==> src/rtl/mult_serial_pkg.sv <==
// Shared definitions for the serial multiplier product path: default width,
// capture FSM states and the bit-counter width helper.
package mult_serial_pkg;

   localparam int PROD_W_DEFAULT = 32;

   typedef enum logic [1:0] {
      ST_IDLE  = 2'd0,
      ST_SKIP  = 2'd1,
      ST_SHIFT = 2'd2
   } state_e;

   // The counter spans skipped bits plus product bits, and must also hold the terminal count.
   function automatic int cnt_width(input int skip_n, input int prod_w);
      return $clog2(skip_n + prod_w + 1);
   endfunction

endpackage

==> src/rtl/mult16_product_deser_if.sv <==
// Serial-in / parallel-out bus of the product deserializer: upstream stream
// bits, downstream valid/ready product, and status flags.
interface mult16_product_deser_if
   import mult_serial_pkg::*;
#(
   parameter int PROD_W = PROD_W_DEFAULT
) ();

   logic              start_i;
   logic              bit_i;
   logic [PROD_W-1:0] prod_o;
   logic              prod_valid_o;
   logic              prod_ready_i;
   logic              busy_o;
   logic              overflow_o;
   logic              abort_o;

   modport master (
      output start_i, bit_i, prod_ready_i,
      input  prod_o, prod_valid_o, busy_o, overflow_o, abort_o
   );

   modport slave (
      input  start_i, bit_i, prod_ready_i,
      output prod_o, prod_valid_o, busy_o, overflow_o, abort_o
   );

endinterface

==> src/rtl/prod_fifo2.sv <==
// Two-entry synchronous FIFO for completed products; push and pop may occur in
// the same cycle at any occupancy, including full.
module prod_fifo2 #(
   parameter int W = 32
) (
   input  logic         clk,
   input  logic         rst,
   input  logic         i_push,
   input  logic [W-1:0] i_push_data,
   input  logic         i_pop,
   output logic [W-1:0] o_head,
   output logic         o_full,
   output logic         o_empty
);

   logic [W-1:0] r_mem [2];
   logic         r_wr_ptr;
   logic         r_rd_ptr;
   logic [1:0]   r_count;
   logic         w_pop;
   logic         w_push;

   assign o_empty = (r_count == 2'd0);
   assign o_full  = (r_count == 2'd2);
   assign o_head  = r_mem[r_rd_ptr];
   assign w_pop   = i_pop & ~o_empty;
   // When full, a same-cycle pop frees the slot the write pointer already targets.
   assign w_push  = i_push & (~o_full | w_pop);

   always_ff @(posedge clk) begin
      if (rst) begin
         r_mem[0] <= '0;
         r_mem[1] <= '0;
         r_wr_ptr <= 1'b0;
         r_rd_ptr <= 1'b0;
         r_count  <= 2'd0;
      end else begin
         if (w_push) begin
            r_mem[r_wr_ptr] <= i_push_data;
            r_wr_ptr        <= ~r_wr_ptr;
         end
         if (w_pop) begin
            r_rd_ptr <= ~r_rd_ptr;
         end
         case ({w_push, w_pop})
            2'b10:   r_count <= r_count + 2'd1;
            2'b01:   r_count <= r_count - 2'd1;
            default: r_count <= r_count;
         endcase
      end
   end

endmodule

==> src/rtl/mult16_product_deser.sv <==
// Reassembles the multiplier's LSB-first serial product into parallel words,
// buffering up to two of them behind a valid/ready handshake.
module mult16_product_deser
   import mult_serial_pkg::*;
#(
   parameter int PROD_W = PROD_W_DEFAULT,
   parameter int SKIP   = 0,
   parameter int DEPTH  = 2
) (
   input logic                   clk,
   input logic                   rst,
   mult16_product_deser_if.slave bus
);

   localparam int CNT_W = cnt_width(SKIP, PROD_W);
   localparam logic [CNT_W-1:0] SKIP_CNT  = CNT_W'(SKIP);
   localparam logic [CNT_W-1:0] TOTAL_CNT = CNT_W'(SKIP + PROD_W);
   localparam logic [CNT_W-1:0] CNT_ONE   = CNT_W'(1);

   if (DEPTH != 2) begin : g_bad_depth
      $error("mult16_product_deser: DEPTH must be 2");
   end
   if (SKIP < 0 || SKIP > 7) begin : g_bad_skip
      $error("mult16_product_deser: SKIP must be in 0..7");
   end
   if (PROD_W < 2) begin : g_bad_width
      $error("mult16_product_deser: PROD_W must be at least 2");
   end

   state_e            r_state;
   state_e            w_state_next;
   logic [CNT_W-1:0]  r_cnt;
   logic [CNT_W-1:0]  w_cnt_next;
   logic [PROD_W-1:0] r_shift;
   logic [PROD_W-1:0] w_shift_next;
   logic [PROD_W-1:0] w_shift_in;
   logic              r_abort;
   logic              w_abort_next;
   logic              r_overflow;
   logic              w_push;
   logic              w_pop;
   logic              w_drop;
   logic              w_full;
   logic              w_empty;
   logic [PROD_W-1:0] w_head;

   // New bit enters at the MSB so the first-received bit ends up at the LSB.
   assign w_shift_in = {bus.bit_i, r_shift[PROD_W-1:1]};

   always_comb begin
      w_state_next = r_state;
      w_cnt_next   = r_cnt;
      w_shift_next = r_shift;
      w_push       = 1'b0;
      w_abort_next = 1'b0;
      if (bus.start_i) begin
         // A start strobe always (re)opens a frame; mid-frame it also flags an abort.
         w_abort_next = (r_state != ST_IDLE);
         w_cnt_next   = CNT_ONE;
         if (SKIP == 0) begin
            w_shift_next = w_shift_in;
            w_state_next = ST_SHIFT;
         end else if (SKIP == 1) begin
            w_state_next = ST_SHIFT;
         end else begin
            w_state_next = ST_SKIP;
         end
      end else begin
         unique case (r_state)
            ST_SKIP: begin
               w_cnt_next = r_cnt + CNT_ONE;
               if (w_cnt_next == SKIP_CNT) begin
                  w_state_next = ST_SHIFT;
               end
            end
            ST_SHIFT: begin
               w_shift_next = w_shift_in;
               w_cnt_next   = r_cnt + CNT_ONE;
               if (w_cnt_next == TOTAL_CNT) begin
                  w_push       = 1'b1;
                  w_cnt_next   = '0;
                  w_state_next = ST_IDLE;
               end
            end
            default: begin
               w_state_next = ST_IDLE;
            end
         endcase
      end
   end

   assign w_pop  = ~w_empty & bus.prod_ready_i;
   assign w_drop = w_push & w_full & ~w_pop;

   always_ff @(posedge clk) begin
      if (rst) begin
         r_state    <= ST_IDLE;
         r_cnt      <= '0;
         r_shift    <= '0;
         r_abort    <= 1'b0;
         r_overflow <= 1'b0;
      end else begin
         r_state    <= w_state_next;
         r_cnt      <= w_cnt_next;
         r_shift    <= w_shift_next;
         r_abort    <= w_abort_next;
         r_overflow <= r_overflow | w_drop;
      end
   end

   prod_fifo2 #(
      .W (PROD_W)
   ) u_fifo (
      .clk         (clk),
      .rst         (rst),
      .i_push      (w_push),
      .i_push_data (w_shift_next),
      .i_pop       (w_pop),
      .o_head      (w_head),
      .o_full      (w_full),
      .o_empty     (w_empty)
   );

   assign bus.prod_o       = w_head;
   assign bus.prod_valid_o = ~w_empty;
   assign bus.busy_o       = (r_state != ST_IDLE);
   assign bus.overflow_o   = r_overflow;
   assign bus.abort_o      = r_abort;

endmodule

==> src/flat_wrapper.sv <==
// flat-port wrapper written by rule: the top's interface ports become plain ports
module mult16_product_deser_flat import mult_serial_pkg::*;
#(
   parameter int PROD_W = PROD_W_DEFAULT,
   parameter int SKIP   = 0,
   parameter int DEPTH  = 2
)
  (clk, rst, bus_start_i, bus_bit_i, bus_prod_ready_i, bus_prod_o, bus_prod_valid_o, bus_busy_o, bus_overflow_o, bus_abort_o);
  mult16_product_deser_if #(.PROD_W(PROD_W)) bus_i ();
  input logic clk;
  input logic rst;
  input wire logic [$bits(bus_i.start_i)-1:0] bus_start_i;
  input wire logic [$bits(bus_i.bit_i)-1:0] bus_bit_i;
  input wire logic [$bits(bus_i.prod_ready_i)-1:0] bus_prod_ready_i;
  output wire logic [$bits(bus_i.prod_o)-1:0] bus_prod_o;
  output wire logic [$bits(bus_i.prod_valid_o)-1:0] bus_prod_valid_o;
  output wire logic [$bits(bus_i.busy_o)-1:0] bus_busy_o;
  output wire logic [$bits(bus_i.overflow_o)-1:0] bus_overflow_o;
  output wire logic [$bits(bus_i.abort_o)-1:0] bus_abort_o;
  assign bus_i.start_i = bus_start_i;
  assign bus_i.bit_i = bus_bit_i;
  assign bus_i.prod_ready_i = bus_prod_ready_i;
  assign bus_prod_o = bus_i.prod_o;
  assign bus_prod_valid_o = bus_i.prod_valid_o;
  assign bus_busy_o = bus_i.busy_o;
  assign bus_overflow_o = bus_i.overflow_o;
  assign bus_abort_o = bus_i.abort_o;
  mult16_product_deser #(.PROD_W(PROD_W), .SKIP(SKIP), .DEPTH(DEPTH)) u_core (.clk(clk), .rst(rst), .bus(bus_i));
endmodule
==> config.mk <==
export PLATFORM = sky130hd
export DESIGN_NAME = mult16_product_deser_flat
export DESIGN_NICKNAME = d
export VERILOG_FILES = /design/src/rtl/mult_serial_pkg.sv /design/src/rtl/mult16_product_deser_if.sv /design/src/rtl/prod_fifo2.sv /design/src/rtl/mult16_product_deser.sv /design/src/flat_wrapper.sv
export SDC_FILE = /design/constraint.sdc
export NUM_CORES = 1
export LEC_CHECK = 0
export CORE_MARGIN = 3
export CORE_UTILIZATION = 57
export CTS_CLUSTER_SIZE = 12
export DETAILED_ROUTE_END_ITERATION = 8
export PLACE_DENSITY_LB_ADDON = 0.25
export SLEW_MARGIN = 20
export SYNTH_ARGS = -nofsm -noshare
export SYNTH_HDL_FRONTEND = slang
export SYNTH_SLANG_ARGS = --single-unit
==> constraint.sdc <==
create_clock -name clk -period 3.35 [get_ports clk]
set_clock_uncertainty 0.05 [all_clocks]
set_input_delay 0.67 -clock clk [delete_from_list [all_inputs] [get_ports clk]]
set_output_delay 0.67 -clock clk [all_outputs]
set_load 0.02 [all_outputs]
== Word-level counts from Yosys, hierarchy flattened ==
Memory sizes are Yosys's and may differ from the RTL's. A register that Yosys moved wholly into a read port is not among the register bits.
Cells that the tools add are included.
Widths: inputs -> output; s select.
Word-level totals
  bits in registers: 46
  bits in latches: 0
  bits in writable memories: 64
  ROM bits: 0
  input port bits: 5
  output and inout port bits: 36
  logic and storage cells: 71
  memories kept: 1
Operators by class
  add/subtract/negate cells: 3
  multipliers: 0
  div/mod/pow operators: 0
  $lt $le $gt $ge: 0
  eq/ne operators: 10
  shifts and indexed selects: 0
  mux-type cells: 23
  bitwise operators: 13
  reductions and logical operators: 11
Memories
  u_core.u_fifo.r_mem: depth 2, bits a word 32, rd ports 1, clocked after Yosys merged registers in 1, write ports 2, RTL line prod_fifo2.sv:16  | logic [W-1:0] r_mem [2];
Operators by type and width (number)
  $mux 32: 3
  $reduce_or 32->1: 1
  $mux 1: 13
  $pmux 6 s2: 1
  $pmux 2 s2: 2
  $add 6x1->6 const B: 1
  $eq 2x2->1 const B: 3
  $eq 6x6->1 const B: 1
  $logic_not 6->1: 1
  $mux 2: 3
  $mux 6: 1
  $ne 3x2->1 const B: 2
  $not 1->1: 6
  $reduce_bool 2->1: 3
  $and 1x1->1: 5
  $eq 2x1->1 const B: 2
  $ne 2x1->1 const B: 2
  $reduce_and 2->1: 2
  $reduce_or 2->1: 2
  $reduce_bool 3->1: 1
  $add 2x1->2 const B: 1
  $logic_not 2->1: 1
  $or 1x1->1: 2
  $sub 2x1->2 const B: 1

== Longest topological paths before layout ==
Gate-level depths: netlist of run 1.
  word-level depth: 11
  gate-level depth with buffers: 9
  depth with buffers taken out: 8

== Hierarchy ==
Synthesis of run 1 repeated with hierarchy kept, for this count alone.
Second synthesis, totals
  cell total of the unflattened synthesis: 352
  area, all modules: 4888.4 µm²
Modules (own cells, without submodules)
  prod_fifo2: instances 1, cells an instance 197, area an instance 3034.2 µm²
  mult16_product_deser: instances 1, cells an instance 155, area an instance 1854.3 µm²

== Worst setup path after synthesis of run 1 ==
OpenSTA, ideal clock, no wires.
  kind: input to register
  start point: input port bus_start_i
  end point: memory u_core.u_fifo.r_mem[0][0] (enable)
  library setup time: 0.394 ns
  arrival time: 2.238 ns
  required time: 2.906 ns
  slack: 0.668 ns
  cell stages on the path: 4
  path buffers: 0
  path through: nand4b_1 > a211oi_4 > o211ai_4 > nand2b_1
RTL lines
  from (decl): RTL line flat_wrapper.sv:12  | input wire logic [$bits(bus_i.start_i)-1:0] bus_start_i;
  to (decl): RTL line prod_fifo2.sv:16

== Final worst setup path of run 1 ==
  start point: input port bus_start_i
  end point: register u_core.u_fifo.r_count[1]
On the way
  cells in the longest elaborated chain, start to end: 4
RTL lines
  $mux 1 (*): RTL line mult16_product_deser.sv:56  | if (bus.start_i) begin
  $and 1x1->1 (*): RTL line prod_fifo2.sv:28  | assign w_push = i_push & (~o_full | w_pop);
  $eq 2x1->1 or $eq 2x2->1 (tied branches): RTL line prod_fifo2.sv:45  | case ({w_push, w_pop})
  $pmux 2 s2 or $reduce_bool 2->1 (tied branches)
  to (signal assigned): RTL line prod_fifo2.sv:46  | 2'b10: r_count <= r_count + 2'd1;
  to (signal assigned): RTL line prod_fifo2.sv:47  | 2'b01: r_count <= r_count - 2'd1;
  to (signal assigned): RTL line prod_fifo2.sv:48  | default: r_count <= r_count;
  to (decl): RTL line prod_fifo2.sv:19  | logic [1:0] r_count;
Every way passes the cells marked *; elsewhere a longest branch is shown, timed or not.
A chain may end at the register's enable or synchronous reset.

==> flow_summary.json, run 1 <==
{
  "outcome": "completed",
  "clock_latency_ps": 360,
  "numCtsBuffers": 9,
  "wl_per_cell_um": 14.4,
  "synth_area_leaders": "edfxtp_1 (40%), dfxtp_1 (19%), mux2_2 (7.5%), mux2i_1 (6.9%), or2_2 (4.6%)",
  "crit_path_max_incr_delay_ps": 510,
  "cts_buffer_depth": 2,
  "post-route-cell-area_um2": 5490,
  "timing.setup.tns_ps": 0,
  "core_area_um2": 7930,
  "synth_cell_type_count": 44,
  "critPathLaunchType": "input port",
  "yosys_warnings": 0,
  "synthArstFlopShare_pct": 0,
  "pwr_density_cell_nw_per_um2": 460,
  "cp_cell_sequence": "clkdlybuf4s50_1 -> nand4b_1 -> a211oi_4 -> nand2_1 -> ha_1 -> or3_1 -> a21oi_1",
  "regToRegSetupSlack_ps": 790,
  "reg2reg_to": "u_core.u_fifo.r_count[1]",
  "dr.pass1.iters": 4,
  "yosysSeqAreaShare_pct": 59.4,
  "holdBufCountCts": 0,
  "overflow": 0,
  "final_antenna_net_count": 0,
  "yosysTopAreaCell": "edfxtp_1",
  "tritoncts": "yes",
  "pin_count": 41,
  "clk_pin_slew_ps": 90,
  "slowest_stage": "clkdlybuf4s50_1",
  "cts_setup_buffers": 0,
  "syn-num-nets": 404,
  "antenna_found_initial": 0,
  "fin_crit_ps": 2690,
  "cts.sinks": 110,
  "tightest_slew_ps": 558,
  "floorplan.die_area_um2": 9530,
  "hold_path.class": "register to register",
  "place_congestion": 0.809,
  "dominantRegCellSynth": "edfxtp_1",
  "end_kind": "register",
  "hold_end": "u_core.u_fifo.r_count[1]",
  "fill_cells": 594,
  "r2r-start": "u_core.r_cnt[0]",
  "synth_edf_count": 64,
  "ctsHtreeMaxLevel": 3,
  "crit_required_ps": 3590,
  "grt_max_degree": 33,
  "synth_cells": 397,
  "setup_viol": 0,
  "syn-cell-area_um2": 4790,
  "dieHeight_um": 97.6,
  "num_vias": 2826,
  "layout.nets": 443,
  "fin_crit_sh_pct": 80.3,
  "grt_pass1_wl_um": 13600,
  "slew_viol_final": 0,
  "setup.worst_path.start": "bus_start_i",
  "start_util_pct": 60.4,
  "port-buffer-count": 40,
  "area_growth_pct": 14.7,
  "dpl.hpwl_um": 5010,
  "ys_ff_latch": 110,
  "die_width_um": 97.6,
  "rows": 32,
  "cts_resized": 0,
  "worstPathMaxFanout": 6,
  "num_antenna_cells": 0,
  "crit_type": "input port to register",
  "hold_depth": 2,
  "placed_cells": 527,
  "r2r_cells": 7,
  "drt_iter0_markers": 74,
  "slew_headroom_pct": 61.8,
  "routed_wirelength_um": 7850,
  "p_leak_nw": 2.10,
  "synth_top_area_share_pct": 40.1,
  "finalNonFillerCells": 543,
  "cap_violations": 0,
  "min_from": "u_core.u_fifo.r_count[1]",
  "ir_worst_vdd_v": 0.000248,
  "cp.arrival_ps": 2940,
  "drive_gt1_share_pct": 26.8,
  "fmax_mhz": 372,
  "dpl-instance-area_um2": 5270,
  "drc": 0,
  "clock-root-buffer": "clkbuf_8",
  "finalHoldViolCount": 0,
  "vias_per_cell": 5.20,
  "rsz0062_at_grt": "no",
  "synth.avg_cell_area_um2": 12.1,
  "grt_usage_pct": 17.6,
  "grt_pass1_vias": 2894
}
per-layer routing:
metal | GRT usage (%) | routed length [µm]
met5 | 0 | 0
met4 | 5.54 | 111
met3 | 4.02 | 252
met2 | 29.0 | 3800
met1 | 23.1 | 3680
worst max-delay path, delay by kind of cell:
kind,cells,cell delay [ps]
AOI/OAI and AO/OA,2,630
and+or+nand+nor,3,790
adders and majority gates,1,330
buffers and inverters,1,510
where the power goes:
part / switching [W] / internal [W]
clock network: 0.000430 / 0.000448
registers: 0.0000185 / 0.00146
logic: 0.0000879 / 0.0000748
total: 0.000537 / 0.00199
cells by family (layout without fill, tap and decap cells):
family,count (synthesis),count (layout),synth area share (%)
xor gates and xnor gates,6,6,1.10
DFF,110,110,59.4
muxes,65,65,14.4
buffers and inverters,57,101,5.72
AOI/OAI and AO/OA,20,20,3.79
adders and majority gates,2,2,0.523
and+or+nand+nor,137,137,15.1
final cells by class:
type,instances,area (µm²),area share (%)
timing repair buffer,50,488,8.89
multi-input combinational,230,1680,30.5
tap,102,128,2.33
sequential,110,2840,51.8
clock buffer,12,145,2.64
inverter,35,131,2.39
clock inverter,4,78.8,1.44
flip-flops by register name (all words and copies together) (netlist names), named ones only:
signal and count:
u_core.bus.abort_o 1, u_core.u_fifo.r_count 2, u_core.r_cnt 6, u_core.u_fifo.r_wr_ptr 1, u_core.r_shift 32, u_core.u_fifo.r_rd_ptr 1, u_core.r_state 1, u_core.bus.overflow_o 1
u_core.u_fifo.r_mem 64
cells in the mapped netlist (2+ instances only):
cell type,n
nand2_1,4
ha_1,2
o211ai_4,2
nand3_1,4
xor2_1,3
nor3b_1,2
nand2b_1,3
xnor2_1,3
a21oi_1,5
o21ai_0,3
buf_4,3
buf_6,6
mux2_2,32
buf_2,3
dfxtp_1,46
nand4_1,5
edfxtp_1,64
inv_1,35
nor2_1,55
buf_1,3
clkbuf_1,7
nor2_2,19
mux2i_1,33
or2_2,35
placed cells by master (no fill, tap or decap), types with 3 or more instances in the layout:
master	Yosys	layout
edfxtp_1	64	64
nor2_1	55	55
dfxtp_1	46	46
clkdlybuf4s50_1	0	40
or2_2	35	35
inv_1	35	35
mux2i_1	33	33
mux2_2	32	32
nor2_2	19	18
clkbuf_8	0	10
buf_4	3	9
nand4_1	5	5
a21oi_1	5	5
nand2_1	4	4
nand3_1	4	4
nand2b_1	3	3
o21ai_0	3	3
xnor2_1	3	3
xor2_1	3	3
worst max path at each step:
stage	end	slack [ps]	depth (start not counted)
2_1_floorplan	u_core.u_fifo.r_mem[0][0]	670	4
3_3_place_gp	u_core.u_fifo.r_count[1]	410	7
3_5_place_dp	u_core.u_fifo.r_count[1]	290	7
4_1_cts	u_core.u_fifo.r_count[1]	670	7
5_1_grt	u_core.u_fifo.r_count[1]	580	7
6_report	u_core.u_fifo.r_count[1]	660	7
through the flow:
step | setup slack [ps] | util, % | hold slack, ps | total power, W
after global routing | 578 | 69.2 | 516 | 0.00261
after floorplan | 668 | - | 411 | 0.00161
final | 659 | 69.2 | 458 | 0.00252
after detailed placement | 293 | 66.4 | 451 | 0.00168
after global placement | 407 | 66.4 | 437 | 0.00167
after CTS | 669 | 69.2 | 465 | 0.00254
No activity file was read; power rests on OpenSTA's default activity.
==> inputs of run 2 (changes only) <==
--- a/config.mk
+++ b/config.mk
@@ -6,7 +6,7 @@
 export NUM_CORES = 1
 export LEC_CHECK = 0
 export CORE_MARGIN = 3
-export CORE_UTILIZATION = 57
+export CORE_UTILIZATION = 52
 export CTS_CLUSTER_SIZE = 12
 export DETAILED_ROUTE_END_ITERATION = 8
 export PLACE_DENSITY_LB_ADDON = 0.25
==> constraint.sdc (replaced) <==
create_clock -name clk -period 2.3 [get_ports clk]
set_clock_uncertainty 0.05 [all_clocks]
set_input_delay 0.46 -clock clk [delete_from_list [all_inputs] [get_ports clk]]
set_output_delay 0.46 -clock clk [all_outputs]
set_load 0.02 [all_outputs]
==> flow_summary.json, run 2 (same netlist as run 1, synthesis figures left out) <==
{
  "outcome": "completed",
  "place_congestion": 0.829,
  "antenna_found_initial": 0,
  "cap_violations": 0,
  "cts_setup_buffers": 0,
  "hold_ws_ps": 465,
  "pre_cts_slack_ps": -64.5,
  "seq_area_um2": 2850,
  "tightest_slew_ps": 360,
  "hold_path.class": "register to register",
  "clock-root-buffer": "clkbuf_8",
  "vias_per_cell": 5.10,
  "ir_worst_vdd_v": 0.000385,
  "crit_type": "register to output pin",
  "ctsHtreeMaxLevel": 3,
  "cp_cell_sequence": "bufbuf_16 -> mux2_2 -> dlygate4sd2_1",
  "min_from": "u_core.u_fifo.r_count[1]",
  "slew_headroom_pct": 75.4,
  "core_area_um2": 8850,
  "num_antenna_cells": 0,
  "num_vias": 2876,
  "hold_depth": 2,
  "grt_max_degree": 26,
  "fin_crit_ps": 2230,
  "multi_input_area_um2": 1680,
  "end_kind": "output pin",
  "r2r-start": "u_core.r_cnt[3]",
  "drc": 0,
  "finalHoldViolCount": 0,
  "setup_viol": 0,
  "die_width_um": 102,
  "critPathLaunchType": "register",
  "layout.nets": 458,
  "rows": 34,
  "clock_latency_ps": 360,
  "start_util_pct": 54.1,
  "crit_path_max_incr_delay_ps": 390,
  "cp.arrival_ps": 1720,
  "routed_wirelength_um": 8240,
  "largest_register": "u_core.u_fifo.r_mem",
  "drive_gt1_share_pct": 29.8,
  "crit_required_ps": 1790,
  "pin_count": 41,
  "r2r_cells": 7,
  "overflow": 0,
  "dieHeight_um": 102,
  "hold_end": "u_core.u_fifo.r_count[1]",
  "layout_commonest_cell": "edfxtp_1",
  "cts.sinks": 110,
  "rsz0062_at_grt": "no",
  "pwr_density_cell_nw_per_um2": 628,
  "drt_iter0_markers": 59,
  "fin_crit_sh_pct": 97.2,
  "clk_pin_slew_ps": 90,
  "dr.pass1.iters": 4,
  "port-buffer-count": 40,
  "grt_pass1_vias": 2868,
  "p_leak_nw": 2.24,
  "placed_cells": 547,
  "wl_per_cell_um": 14.6,
  "grt_usage_pct": 17.0,
  "slew_viol_final": 0,
  "numCtsBuffers": 9,
  "tritoncts": "yes",
  "regToRegSetupSlack_ps": 150,
  "holdBufCountCts": 0,
  "fill_cells": 694,
  "grt_pass1_wl_um": 13600,
  "finalNonFillerCells": 564,
  "worstPathMaxFanout": 16,
  "cts_buffer_depth": 2,
  "slowest_stage": "dfxtp_2",
  "layout_common_cells": "edfxtp_1 (64), nor2_1 (55), dfxtp_1 (44)",
  "fin_ws_ps": 65.4,
  "largest_reg_flops": 64,
  "fmax_mhz": 448,
  "top_regs": "u_core.u_fifo.r_mem (64), u_core.r_shift (32), u_core.r_cnt (6)",
  "dpl.hpwl_um": 5420,
  "area_growth_pct": 17.3,
  "reg2reg_to": "u_core.u_fifo.r_count[1]",
  "floorplan.die_area_um2": 10400,
  "power_w": 0.00353,
  "final_antenna_net_count": 0
}
-- run 2: repair_timing --
action	CTS	global route
gates resized for setup	33	1
setup endpoints to repair	32	1
pin swaps	0	0
gates cloned	1	0
-- run 2: through the flow --
stage | TNS [ps] | area, µm² | util [%]
floorplan | 0 | 4790 | -
global placement | -121 | 5430 | 61.4
detailed placement | -1040 | 5430 | 61.4
CTS | 0 | 5620 | 63.5
global route | 0 | 5620 | 63.5
finish | 0 | 5620 | 63.5
-- run 2: report_power, final --
| part | leakage [nW] | switching, W | internal, W | total (W) |
|---|---|---|---|---|
| combinational | 1.14 | 0.000134 | 0.000107 | 0.000241 |
| clock | 0.0876 | 0.000625 | 0.000506 | 0.00113 |
| sequential | 1.01 | 0.0000239 | 0.00213 | 0.00216 |
| total | 2.24 | 0.000784 | 0.00274 | 0.00353 |
-- run 2: how the worst max path moves through the flow --
stage                                endpoint
finish                         bus_prod_o[17]
global route                   bus_prod_o[22]
CTS                            bus_prod_o[21]
detailed placement   u_core.u_fifo.r_count[1]
global placement     u_core.u_fifo.r_count[1]
floorplan           u_core.u_fifo.r_mem[0][0]
-- run 2: layer usage --
layer | vias to the layer above | wire, µm | GRT usage, %
met1 | 1378 | 3920 | 22.2
met5 | - | 0 | 0
li1 | 1454 | - | -
met3 | 8 | 202 | 4.16
met4 | 0 | 93 | 4.24
met2 | 36 | 4020 | 28.8
-- run 2: layout make-up --
class | instances | area share (%)
multi-input combinational | 230 | 29.9
sequential | 110 | 50.7
timing repair buffer | 65 | 11.3
clock buffer | 11 | 2.34
clock inverter | 5 | 1.02
tap | 108 | 2.41
inverter | 35 | 2.34
-- run 2: critical path, delay by kind of cell (launching register included) --
family | cells | cell delay (ps)
buf+inv | 2 | 640
flops | 1 | 390
mux | 1 | 340
==> inputs of run 3 (changes only) <==
--- a/config.mk
+++ b/config.mk
@@ -5,6 +5,7 @@
 export SDC_FILE = /design/constraint.sdc
 export NUM_CORES = 1
 export LEC_CHECK = 0
+export ABC_AREA = 1
 export CORE_MARGIN = 3
 export CORE_UTILIZATION = 52
 export CTS_CLUSTER_SIZE = 12
==> flow_summary.json, run 3 <==
{
  "cts_buffer_depth": 2,
  "netlist_top_cells_count": "nor2_1 (138), edfxtp_1 (64), dfxtp_1 (46), inv_1 (45)",
  "ctsHtreeMaxLevel": 3,
  "dr.pass1.iters": 4,
  "floorplan.die_area_um2": 10100,
  "layout_commonest_cell": "nor2_1",
  "layout.nets": 516,
  "crit_path_max_incr_delay_ps": 410,
  "dpl.hpwl_um": 5470,
  "r2r_cells": 8,
  "pwr_density_cell_nw_per_um2": 671,
  "die_width_um": 101,
  "critPathLaunchType": "register",
  "num_vias": 3074,
  "routed_wirelength_um": 8190,
  "top_regs": "u_core.u_fifo.r_mem (64), u_core.r_shift (32), u_core.r_cnt (6)",
  "largest_reg_flops": 64,
  "outcome": "completed",
  "ir_worst_vdd_v": 0.000489,
  "tritoncts": "yes",
  "slowest_stage": "dfxtp_1",
  "cts.sinks": 110,
  "overflow": 0,
  "synth.avg_cell_area_um2": 10.2,
  "pin_count": 41,
  "synth_top_area_share_pct": 41.2,
  "final_util_pct": 64.4,
  "hold_path.class": "register to register",
  "tightest_slew_ps": 294,
  "cp_cell_sequence": "buf_12 -> mux2_2 -> dlygate4sd2_1",
  "fmax_mhz": 464,
  "rows": 33,
  "crit_required_ps": 1790,
  "clk_pin_slew_ps": 90,
  "holdBufCountCts": 0,
  "syn-num-nets": 464,
  "drc": 0,
  "power_w": 0.00366,
  "slew_headroom_pct": 80.4,
  "cap_violations": 0,
  "hold_depth": 1,
  "synth_most_common_cell": "nor2_1",
  "r2r-start": "u_core.r_cnt[1]",
  "yosysSeqAreaShare_pct": 61.0,
  "drive_gt1_share_pct": 19.6,
  "grt_pass1_vias": 3028,
  "setup_viol": 0,
  "grt_pass1_wl_um": 14000,
  "drt_iter0_markers": 77,
  "num_antenna_cells": 0,
  "syn-cell-area_um2": 4660,
  "fin_crit_ps": 2160,
  "port-buffer-count": 40,
  "antenna_found_initial": 0,
  "worstPathMaxFanout": 18,
  "end_kind": "output pin",
  "start_util_pct": 55.1,
  "clock_latency_ps": 360,
  "p_leak_nw": 2.29,
  "place_congestion": 0.775,
  "min_from": "u_core.u_fifo.r_rd_ptr",
  "clock-root-buffer": "clkbuf_8",
  "final_antenna_net_count": 0,
  "dieHeight_um": 101,
  "numCtsBuffers": 9,
  "yosys_warnings": 0,
  "finalHoldViolCount": 0,
  "synth_cells": 457,
  "largest_register": "u_core.u_fifo.r_mem",
  "area_growth_pct": 16.9,
  "dominantRegCellSynth": "edfxtp_1",
  "hold_ws_ps": 411,
  "layout_common_cells": "nor2_1 (138), edfxtp_1 (64), inv_1 (45), dfxtp_1 (45), mux2_2 (32)",
  "ys_ff_latch": 110,
  "synthArstFlopShare_pct": 0,
  "slew_viol_final": 0,
  "synth_cell_type_count": 28,
  "wl_per_cell_um": 13.2,
  "yosysTopAreaCell": "edfxtp_1",
  "crit_type": "register to output pin",
  "cp.arrival_ps": 1650,
  "vias_per_cell": 4.97,
  "grt_usage_pct": 17.5,
  "fin_crit_sh_pct": 93.7,
  "core_area_um2": 8460,
  "grt_max_degree": 29,
  "synth_area_leaders": "edfxtp_1 (41%), dfxtp_1 (20%), nor2_1 (11%), mux2_2 (7.7%), inv_1 (3.6%)",
  "synth_edf_count": 64
}
## run 3: final cells by class
type | count | area (µm²)
Multi-Input combinational cell | 275 | 1490
Clock buffer | 12 | 135
Tap cell | 105 | 131
Timing Repair Buffer | 62 | 598
Inverter | 51 | 191
Fill cell | 682 | 3020
Clock inverter | 4 | 55.1
Sequential cell | 110 | 2840
## run 3: kinds of logic after synthesis
kind of cell    count (synthesis)  synth area share, %
compound gates                 18                 2.07
buf+inv                        72                 7.11
flops                         110                 61.0
mux                            32                 7.73
simple gates                  223                 21.6
fa+ha+maj                       2                0.537
## run 3: stage by stage
stage / cell area [µm²] / setup WS [ps] / std cells / setup TNS (ps)
2_1_floorplan: 4670 / 91.1 / 457 / 0
3_3_place_gp: 5260 / 101 / 603 / 0
3_5_place_dp: 5260 / 24.4 / 603 / 0
4_1_cts: 5420 / -71.6 / 619 / -295
5_1_grt: 5450 / -0.971 / 619 / -0.971
6_report: 5450 / 144 / 619 / 0
## run 3: repair_timing
action	4_1_cts	5_1_grt
endpoints found under the hold margin	0	0
endpoints found under the setup margin	32	34
setup buffers	0	0
gates resized for setup	29	9
## run 3: final timing paths
path / endpoint / slack [ps]
hold / removal: u_core.u_fifo.r_rd_ptr / 410
hold reg to reg: u_core.u_fifo.r_rd_ptr / 410
setup / recovery: bus_prod_o[29] / 140
setup reg to reg: u_core.u_fifo.r_mem[1][14] / 220
## run 3: critical path: cells and delay by family (launching register included)
kind | cells | cell delay, ps
buffers and inverters | 2 | 520
DFF | 1 | 410
muxes | 1 | 370
## run 3: power by group
part           internal [W]  switching [W]
Combinational      0.000121       0.000199
Clock              0.000512       0.000627
Sequential          0.00216      0.0000371
## run 3: metal layers
metal / wire length, µm / track usage [%] / part of all wire [%]
met5: 0 / 0 / 0
met4: 89 / 6.84 / 1.1
met3: 244 / 2.63 / 3.0
met2: 4000 / 28.9 / 49
met1: 3850 / 23.4 / 47
